==> src/rtl/dds_freq_meter.sv <==
// dds_freq_meter: counts f_in rising edges over a 2^GATE_LOG2 clk gate and reports them as a DDS tuning word.
// Define DDS_FMETER_CONT_EN for continuous back-to-back measurement instead of single-shot.
module dds_freq_meter #(
    parameter int GATE_LOG2 = 16
) (
    input  logic                 clk,
    input  logic                 rst_n,
    input  logic                 f_in,
    input  logic                 start,
    output logic                 busy,
    output logic                 meas_valid,
    output logic [31:0]          K_meas,
    output logic [GATE_LOG2-1:0] edge_cnt
);
    localparam int G = GATE_LOG2;
    typedef enum logic [1:0] {IDLE, GATE, DONE} state_t;
`ifdef DDS_FMETER_CONT_EN
    localparam state_t AFTER_DONE = GATE;
`else
    localparam state_t AFTER_DONE = IDLE;
`endif
    state_t state, state_nx;
    logic s1, s2, dly, rise, last;
    logic [G-1:0] gate_cnt, acc, acc_nx;
    assign rise   = s2 & ~dly;
    assign last   = gate_cnt == '1;
    assign acc_nx = acc + G'(rise);
    always_comb begin
        state_nx   = state;
        state_nx   = (state == IDLE) ? (start ? GATE : IDLE) :
                     (state == GATE) ? (last ? DONE : GATE) : AFTER_DONE;
        busy       = state != IDLE;
        meas_valid = state == DONE;
    end
    // Results load on the final gate edge so they are already valid while meas_valid is high.
    always_ff @(posedge clk or negedge rst_n) begin
        if (!rst_n) begin
            s1       <= 1'b0;
            s2       <= 1'b0;
            dly      <= 1'b0;
            state    <= IDLE;
            gate_cnt <= '0;
            acc      <= '0;
            edge_cnt <= '0;
            K_meas   <= '0;
        end else begin
            s1    <= f_in;
            s2    <= s1;
            dly   <= s2;
            state <= state_nx;
            if (state == GATE) begin
                gate_cnt <= gate_cnt + G'(1);
                acc      <= acc_nx;
                if (last) begin
                    edge_cnt <= acc_nx;
                    K_meas   <= 32'(acc_nx) << (32 - G);
                end
            end else begin
                gate_cnt <= '0;
                acc      <= '0;
            end
        end
    end
endmodule
==> config.mk <==
export PLATFORM = sky130hd
export DESIGN_NAME = dds_freq_meter
export DESIGN_NICKNAME = d
export VERILOG_FILES = /design/src/rtl/dds_freq_meter.sv
export SDC_FILE = /design/constraint.sdc
export NUM_CORES = 1
export LEC_CHECK = 0
export ABC_AREA = 1
export BUFFER_PORTS_ARGS = -buffer_cell sky130_fd_sc_hd__clkbuf_2
export CORE_UTILIZATION = 59
export CTS_CLUSTER_DIAMETER = 40
export CTS_CLUSTER_SIZE = 25
export DETAILED_ROUTE_END_ITERATION = 8
export MAX_ROUTING_LAYER = met4
export PLACE_DENSITY = 0.82
export SETUP_SLACK_MARGIN = 0.15
export SLEW_MARGIN = 10
export SYNTH_ARGS = -nofsm -noshare
export SYNTH_HDL_FRONTEND = slang
export SYNTH_SLANG_ARGS = --single-unit
export TNS_END_PERCENT = 20
==> constraint.sdc <==
create_clock -name clk -period 2.35 [get_ports clk]
set_input_delay 0.235 -clock clk [delete_from_list [all_inputs] [get_ports clk]]
set_output_delay 0.235 -clock clk [all_outputs]
set_load 0.01 [all_outputs]
## After elaboration in Yosys (flattened, before gate mapping)

Index checks and enable logic that the tools add are counted.

- Equal/unequal tests: 3
- Bitwise logic cells: 2
- Reduce and logical (&&, ||, !) cells: 3
- $add $sub $neg: 2
- Mux-type cells: 6

Operators with widths:

| kind | count |
|---|---|
| 16-bit 2-to-1 mux | 2 |
| 16-bit by 1-bit adder with 16-bit output | 1 |
| 16-bit by 1-bit adder with 16-bit output (second input constant) | 1 |
| 16-bit == test (second input constant) | 1 |
| 2-bit 2-to-1 mux | 3 |
| 2-bit by 1-bit == test with 1-bit output (second input constant) | 1 |
| 2-bit == test (second input constant) | 1 |
| 2-bit logical NOT | 1 |
| 2-bit AND reduction | 1 |
| 2-bit nonzero test | 1 |
| 1-bit AND | 1 |
| 1-bit 2-to-1 mux | 1 |
| 1-bit inverter | 1 |

- Register bits: 53
- Input port bits: 4
- Output and inout bits: 50

## Longest topological paths before layout

Gate-level depths: netlist of the first run.

- Word-level depth: 4
- Depth in mapped cells: 11
- Depth with buffers taken out: 11

## Worst setup path before layout of the first run

Ideal clock, no wire load.

- Path kind: reg2reg
- Start point: register dly
- End point: register edge_cnt[14]
- Slack: 0.778 ns
- Arrival time: 1.456 ns
- Cell stages (with the launch flop): 11
- Clock period less this slack: 1.572 ns
- Data required time: 2.233 ns
- Cells stage by stage: dfrtp_1 nor2_1 ha_1 ha_1 nand3_1 nor2_1 nand3_1 nand2_1 nand2_1 nand2_1 nand2_1

- Longest elaborated chain between the ends: 3

Ends and longest elaborated chain:

| item | line | source |
|---|---|---|
| from (decl) | 23 | `logic s1, s2, dly, rise, last;` |
| from (signal assigned) | 40 | `dly <= 1'b0;` |
| from (signal assigned) | 49 | `dly <= s2;` |
| 1-bit inverter | 25 | `assign rise = s2 & ~dly;` |
| 1-bit AND | 25 |  |
| 16-bit by 1-bit adder with 16-bit output | 27 | `assign acc_nx = acc + G'(rise);` |
| to (signal assigned) | 55 | `edge_cnt <= acc_nx;` |
| to (decl) | 13 | `output logic [GATE_LOG2-1:0] edge_cnt` |

No other way between the ends.
A chain may end at the register's enable or synchronous reset.

## Worst setup path after layout of the first run

Ends and elaborated chain as after synthesis.

==> impl_metrics.toml, run 1 <==
[yosys]
synth_edf_count = 0
synth_compound_area_frac = 0.0566
synthMuxAreaShare = 0
synth_seq_area_share = 0.488
avgSynthCellArea_um2 = 8.29
synth_top_family_by_area = "simple AND/OR/NAND/NOR gates"
synth_area_mm2 = 0.00272
synth_cell_types = 26
synthAdderAreaFrac = 0.0184
yosys.area_share.simple = 0.274
async_flop_share = 1.00
synth-seq-cells = 53
ys.flop_type = "dfrtp_1"
synth-xor-area-share = 0.0322
synth_cells = 328
yosys_warnings = 0

[worst_hold_path]
hp-class = "in2reg"
hold_start = "f_in"

[layout]
final_cell_mix = "nand2_1 (89), nor2_1 (55), dfrtp_1 (53)"
fill_cells = 371
insertedDiodeCount = 0
fin_util = 0.654
nets = 362
multi_input_area_mm2 = 0.00110
area_growth_pct = 5.43
drive_above_1_share = 0.178
final_common_cell = "nand2_1"
final-seq-area_mm2 = 0.00133

[clock_tree]
cts-root-buf = "clkbuf_8"
cts_tree = "done"
cts-buffers-inserted = 5
cts_resized = 0
clkTransAtPathRegs_ns = 0.09
clock_latency_ns = 0.30
clockBufferDepth = 2
cts_sinks = 53
htree_levels = 2
hold_buffers = 1
cts_setup_buffers = 0

[global_route]
grt_max_degree = 29
global_route.usage.total = 0.226
grt_pass1_wl_um = 8460
grt_pass1_vias = 1906
gr-total-overflow = 0
antenna_found_initial = 0

[timing]
slew_headroom = 0.559
rsz0062_at_grt = "no"
report.final.slew_viol_count = 0
period_needed_ns = 1.76
fin_crit_sh = 0.749
fmax_mhz = 568
fin_skew_ns = 0.00274
setup_tns_ns = 0
hold_viol = 0
setup_viol = 0
worst_pin_slew_ns = 0.661

[route]
antenna_left = 0
vias_per_cell = 5.09
wl_um = 4770
drcViolationCount = 0
first_pass_iters = 4
vias = 2061
wl_per_cell_um = 11.8
first_iter_violations = 154

[floorplanning]
start_util = 0.620
die_h_um = 69.9
core_mm2 = 0.00438
io_pins = 54
num_rows = 24
dieArea_mm2 = 0.00489
die_w_um = 69.9

[placement]
dp_hpwl_um = 3460
portBuffers = 37
gp_congestion = 0.850

[critical_path]
path_max_fanout = 4
r2r-start = "dly$_DFF_PN0_"
crit_path_end_kind = "register"
required_ns = 2.55
path_class = "reg2reg"
startpoint = "dly$_DFF_PN0_"
arrival_ns = 1.96
startpoint_type = "register"

[power_and_ir_drop]
ir_worst_vdd_mv = 0.369
p_per_area_mw_per_mm2 = 570
p_leak_nw = 1.46

[flow_run]
cap_viol_max_count = 0

[run_status]
status = "complete, no violations"
==> cell type report <==
cell class                 count  area share
tap                           52      0.0227
sequential                    53       0.462
multi-input combinational    232       0.383
timing repair buffer          40      0.0777
inverter                      22      0.0288
clock inverter                 1     0.00175
clock buffer                   5      0.0240
==> power breakdown <==
group / leakage, nW / total, W / switching (W) / internal [W]
sequential: 0.705 / 0.00101 / 0.0000481 / 0.000959
clock: 0.0399 / 0.000471 / 0.000274 / 0.000197
combinational: 0.720 / 0.000157 / 0.000104 / 0.0000533
total: 1.46 / 0.00164 / 0.000426 / 0.00121
==> stage by stage <==
| step | setup slack (ns) | total power, W | std cells | area, um2 | hold WS (ns) |
|---|---|---|---|---|---|
| 3_5_place_dp | 0.605 | 0.00118 | 398 | 2780 | 0.303 |
| 6_report | 0.590 | 0.00164 | 405 | 2870 | 0.0385 |
| 3_3_place_gp | 0.676 | 0.00118 | 398 | 2780 | 0.302 |
| 5_1_grt | 0.348 | 0.00172 | 405 | 2870 | 0.0225 |
| 4_1_cts | 0.595 | 0.00166 | 405 | 2870 | 0.0330 |
| 2_1_floorplan | 0.778 | 0.00115 | 343 | 2780 | -0.0606 |
==> worst max-delay path: stages, from the launching register on <==
cell     delay, ns
dfrtp_1       0.38
nor2_1        0.15
ha_1          0.19
ha_1          0.24
nand3_1       0.15
nor2_1        0.22
nand3_1       0.10
nand2_1       0.09
nand2_1       0.05
nand2_1       0.05
nand2_1       0.04
==> logic make-up (layout without fill, tap and decap cells) <==
group                    count (synthesis)  after routing
flip-flops                              53             53
adder cells (fa/ha/maj)                  4              4
AND/OR/NAND/NOR                        176            176
buffers and inverters                   58             68
other                                    1             16
XOR/XNOR                                10             10
AO/OA/AOI/OAI                           26             26
==> layer usage <==
metal | vias up | wire (um) | GRT usage
li1 | 1037 | - | -
met2 | 46 | 2400 | 0.363
met4 | 0 | 48 | 0.0600
met1 | 974 | 2130 | 0.290
met5 | - | 0 | -
met3 | 4 | 189 | 0.0519
==> flip-flops by register name (all words and copies together) (netlist names) <==
| name | count |
|---|---|
| s2 | 1 |
| acc | 16 |
| state | 2 |
| edge_cnt | 16 |
| dly | 1 |
| gate_cnt | 16 |
| s1 | 1 |
==> cell usage after synthesis, drive strengths merged (3+ instances only) <==
library cell | number | area (um2)
a21oi | 9 | 45.0
dfrtp | 53 | 1330
xnor2 | 4 | 35.0
ha | 4 | 50.1
xor2 | 6 | 52.6
nor3 | 3 | 26.3
nand3 | 12 | 60.1
o21ai | 16 | 98.8
nor2 | 58 | 230
nand4 | 7 | 43.8
inv | 22 | 82.6
buf | 34 | 263
nand2 | 94 | 370
==> final timing paths <==
kind	end	slack (ns)	cells past startpoint
max in group asynchronous	gate_cnt[1]$_DFF_PN0_	1.29	3
max reg2reg	edge_cnt[14]$_DFFE_PN0P_	0.59	10
min	s1$_DFF_PN0_	0.04	1
min reg2reg	s2$_DFF_PN0_	0.38	0
max	edge_cnt[14]$_DFFE_PN0P_	0.59	10
min in group asynchronous	edge_cnt[10]$_DFFE_PN0P_	0.49	2
No activity file was read; power rests on OpenSTA's default activity.
==> inputs of run 2 (changes only) <==
--- a/config.mk
+++ b/config.mk
@@ -7,12 +7,12 @@
 export LEC_CHECK = 0
 export ABC_AREA = 1
 export BUFFER_PORTS_ARGS = -buffer_cell sky130_fd_sc_hd__clkbuf_2
-export CORE_UTILIZATION = 59
+export CORE_UTILIZATION = 55
 export CTS_CLUSTER_DIAMETER = 40
 export CTS_CLUSTER_SIZE = 25
 export DETAILED_ROUTE_END_ITERATION = 8
 export MAX_ROUTING_LAYER = met4
-export PLACE_DENSITY = 0.82
+export PLACE_DENSITY = 0.77
 export SETUP_SLACK_MARGIN = 0.15
 export SLEW_MARGIN = 10
 export SYNTH_ARGS = -nofsm -noshare
==> constraint.sdc (replaced) <==
create_clock -name clk -period 1.7 [get_ports clk]
set_input_delay 0.17 -clock clk [delete_from_list [all_inputs] [get_ports clk]]
set_output_delay 0.17 -clock clk [all_outputs]
set_load 0.01 [all_outputs]
==> impl_metrics.toml, run 2 (same netlist as run 1, synthesis figures left out) <==
[run_status]
status = "complete, no violations"

[power_and_ir_drop]
ir_worst_vdd_mv = 0.505
power_w = 0.00238
p_leak_nw = 1.54
p_sw_frac = 0.281
p_int_w = 0.00171
clkPwrFrac = 0.299
p_seq_frac = 0.593
combPwrFrac = 0.108
p_per_area_mw_per_mm2 = 771
power.switching_w = 0.000667

[placement]
placed_area_mm2 = 0.00282
portBuffers = 37
gp_congestion = 0.928
dp_hpwl_um = 3580
place_inst = 415

[route]
vias_per_cell = 4.92
wl_per_cell_um = 12.3
drcViolationCount = 0
first_pass_iters = 4
first_iter_violations = 144
wl_um = 5280
antenna_left = 0
vias = 2116

[layout]
nets = 370
stdcell_area_mm2 = 0.00308
final_cell_mix = "nand2_1 (86), dfrtp_1 (53), nor2_1 (52)"
stdcell_count = 430
drive_above_1_share = 0.231
area_growth_pct = 13.3
fill_cells = 418
final_common_cell = "nand2_1"
multi_input_area_mm2 = 0.00121
final-seq-area_mm2 = 0.00133
largest_registers = "acc: 16 flops, edge_cnt: 16 flops, gate_cnt: 16 flops"
insertedDiodeCount = 0

[critical_path]
rr_worst_depth = 8
path_max_fanout = 5
crit_path_end_kind = "register"
crit_chain = "inv_1 > nor2_2 > ha_2 > inv_1 > nor2_1 > nand2_2 > xor2_1 > o21ai_1"
path_class = "reg2reg"
arrival_ns = 1.78
timing.rr.end = "edge_cnt[7]$_DFFE_PN0P_"
critPathTopFamily = "simple AND/OR/NAND/NOR gates"
required_ns = 1.90
rrSetupSlack_ns = 0.11
slowest_stage = "dfrtp_1"
slowest_delay_ns = 0.35
crit_top_cell = "inv_1"
r2r-start = "s2$_DFF_PN0_"
cp_num_cells = 8
startpoint_type = "register"
path_buf_inv = 2

[timing]
rsz0062_at_grt = "yes"
slew_headroom = 0.643
worst_pin_slew_ns = 0.536
fin_skew_ns = 0.00992
fin_crit_sh = 0.935
fmax_mhz = 629
report.final.slew_viol_count = 0
period_needed_ns = 1.59
hold_viol = 0
setup_viol = 0

[floorplanning]
die_h_um = 72.3
num_rows = 25
die_w_um = 72.3
start_util = 0.572
dieArea_mm2 = 0.00523
io_pins = 54
core_mm2 = 0.00475

[global_route]
use_met2 = 0.363
use_met1 = 0.265
gr-max-usage-layer = "met2"
global_route.usage.total = 0.220
grt_pass1_wl_um = 8550
gr-total-overflow = 0
grt_max_degree = 35
antenna_found_initial = 0
grt_pass1_vias = 1977
grt_use_met3 = 0.0500

[clock_tree]
clockBufferDepth = 2
cts-buffers-inserted = 5
htree_levels = 2
clock_latency_ns = 0.31
clkTransAtPathRegs_ns = 0.09
cts-root-buf = "clkbuf_8"
cts_sinks = 53
cts_tree = "done"

[worst_hold_path]
hold_start = "start"
hp-class = "in2reg"
whs_endpoint = "state[0]$_DFF_PN0_"
whs_path_depth = 3

[flow_run]
cap_viol_max_count = 0
run 2: how the worst max path moves through the flow:
stage / endpoint / slack [ns] / from
3_3_place_gp: edge_cnt[14]$_DFFE_PN0P_ / 0.15 / s2$_DFF_PN0_
3_5_place_dp: edge_cnt[14]$_DFFE_PN0P_ / 0.09 / s2$_DFF_PN0_
4_1_cts: edge_cnt[14]$_DFFE_PN0P_ / 0.13 / dly$_DFF_PN0_
5_1_grt: edge_cnt[14]$_DFFE_PN0P_ / -0.007 / s2$_DFF_PN0_
2_1_floorplan: edge_cnt[14]$_DFFE_PN0P_ / 0.16 / dly$_DFF_PN0_
6_report: edge_cnt[7]$_DFFE_PN0P_ / 0.11 / s2$_DFF_PN0_
run 2: worst reg2reg max path, cell delays in order, from the launching register on:
cell     delay (ns)
dfrtp_1        0.35
inv_1          0.05
nor2_2         0.13
ha_2           0.22
inv_1          0.05
nor2_1         0.19
nand2_2        0.13
xor2_1         0.25
o21ai_1        0.10
run 2: final cells by class:
type | instances | area share
clock buffers | 6 | 0.0235
repair buffers | 47 | 0.0954
well taps | 67 | 0.0272
clock inverters | 2 | 0.00487
multi-input cells | 233 | 0.392
inverters | 22 | 0.0268
flip-flops and latches | 53 | 0.430
run 2: what timing repair did:
action	in CTS	in global routing
hold buffers	2	0
cloned	0	1
gates resized for setup	10	14
endpoints found under the hold margin	20	0
setup buffers	0	4
setup endpoints to repair	17	27
pin swaps	1	6
run 2: layer usage:
layer / vias up / wire, um
met3: 12 / 192
met2: 48 / 2670
li1: 1051 / -
met1: 1005 / 2310
met4: 0 / 109
met5: - / 0
run 2: stage by stage:
step	hold slack, ns	TNS, ns	utilization	worst slack (ns)
floorplan	-0.126	0	-	0.160
global placement	0.170	0	0.593	0.149
detailed placement	0.175	0	0.593	0.0857
CTS	0.102	0	0.623	0.127
global route	0.128	-0.00711	0.648	-0.00711
finish	0.106	0	0.648	0.111
run 2: power by group through the flow:
stage	registers (W)	logic (W)	clock network, W
CTS	0.00141	0.000243	0.000723
detailed placement	0.00142	0.000231	0
global placement	0.00141	0.000221	0
floorplan	0.00140	0.000185	0
finish	0.00141	0.000256	0.000711
global route	0.00142	0.000294	0.000768
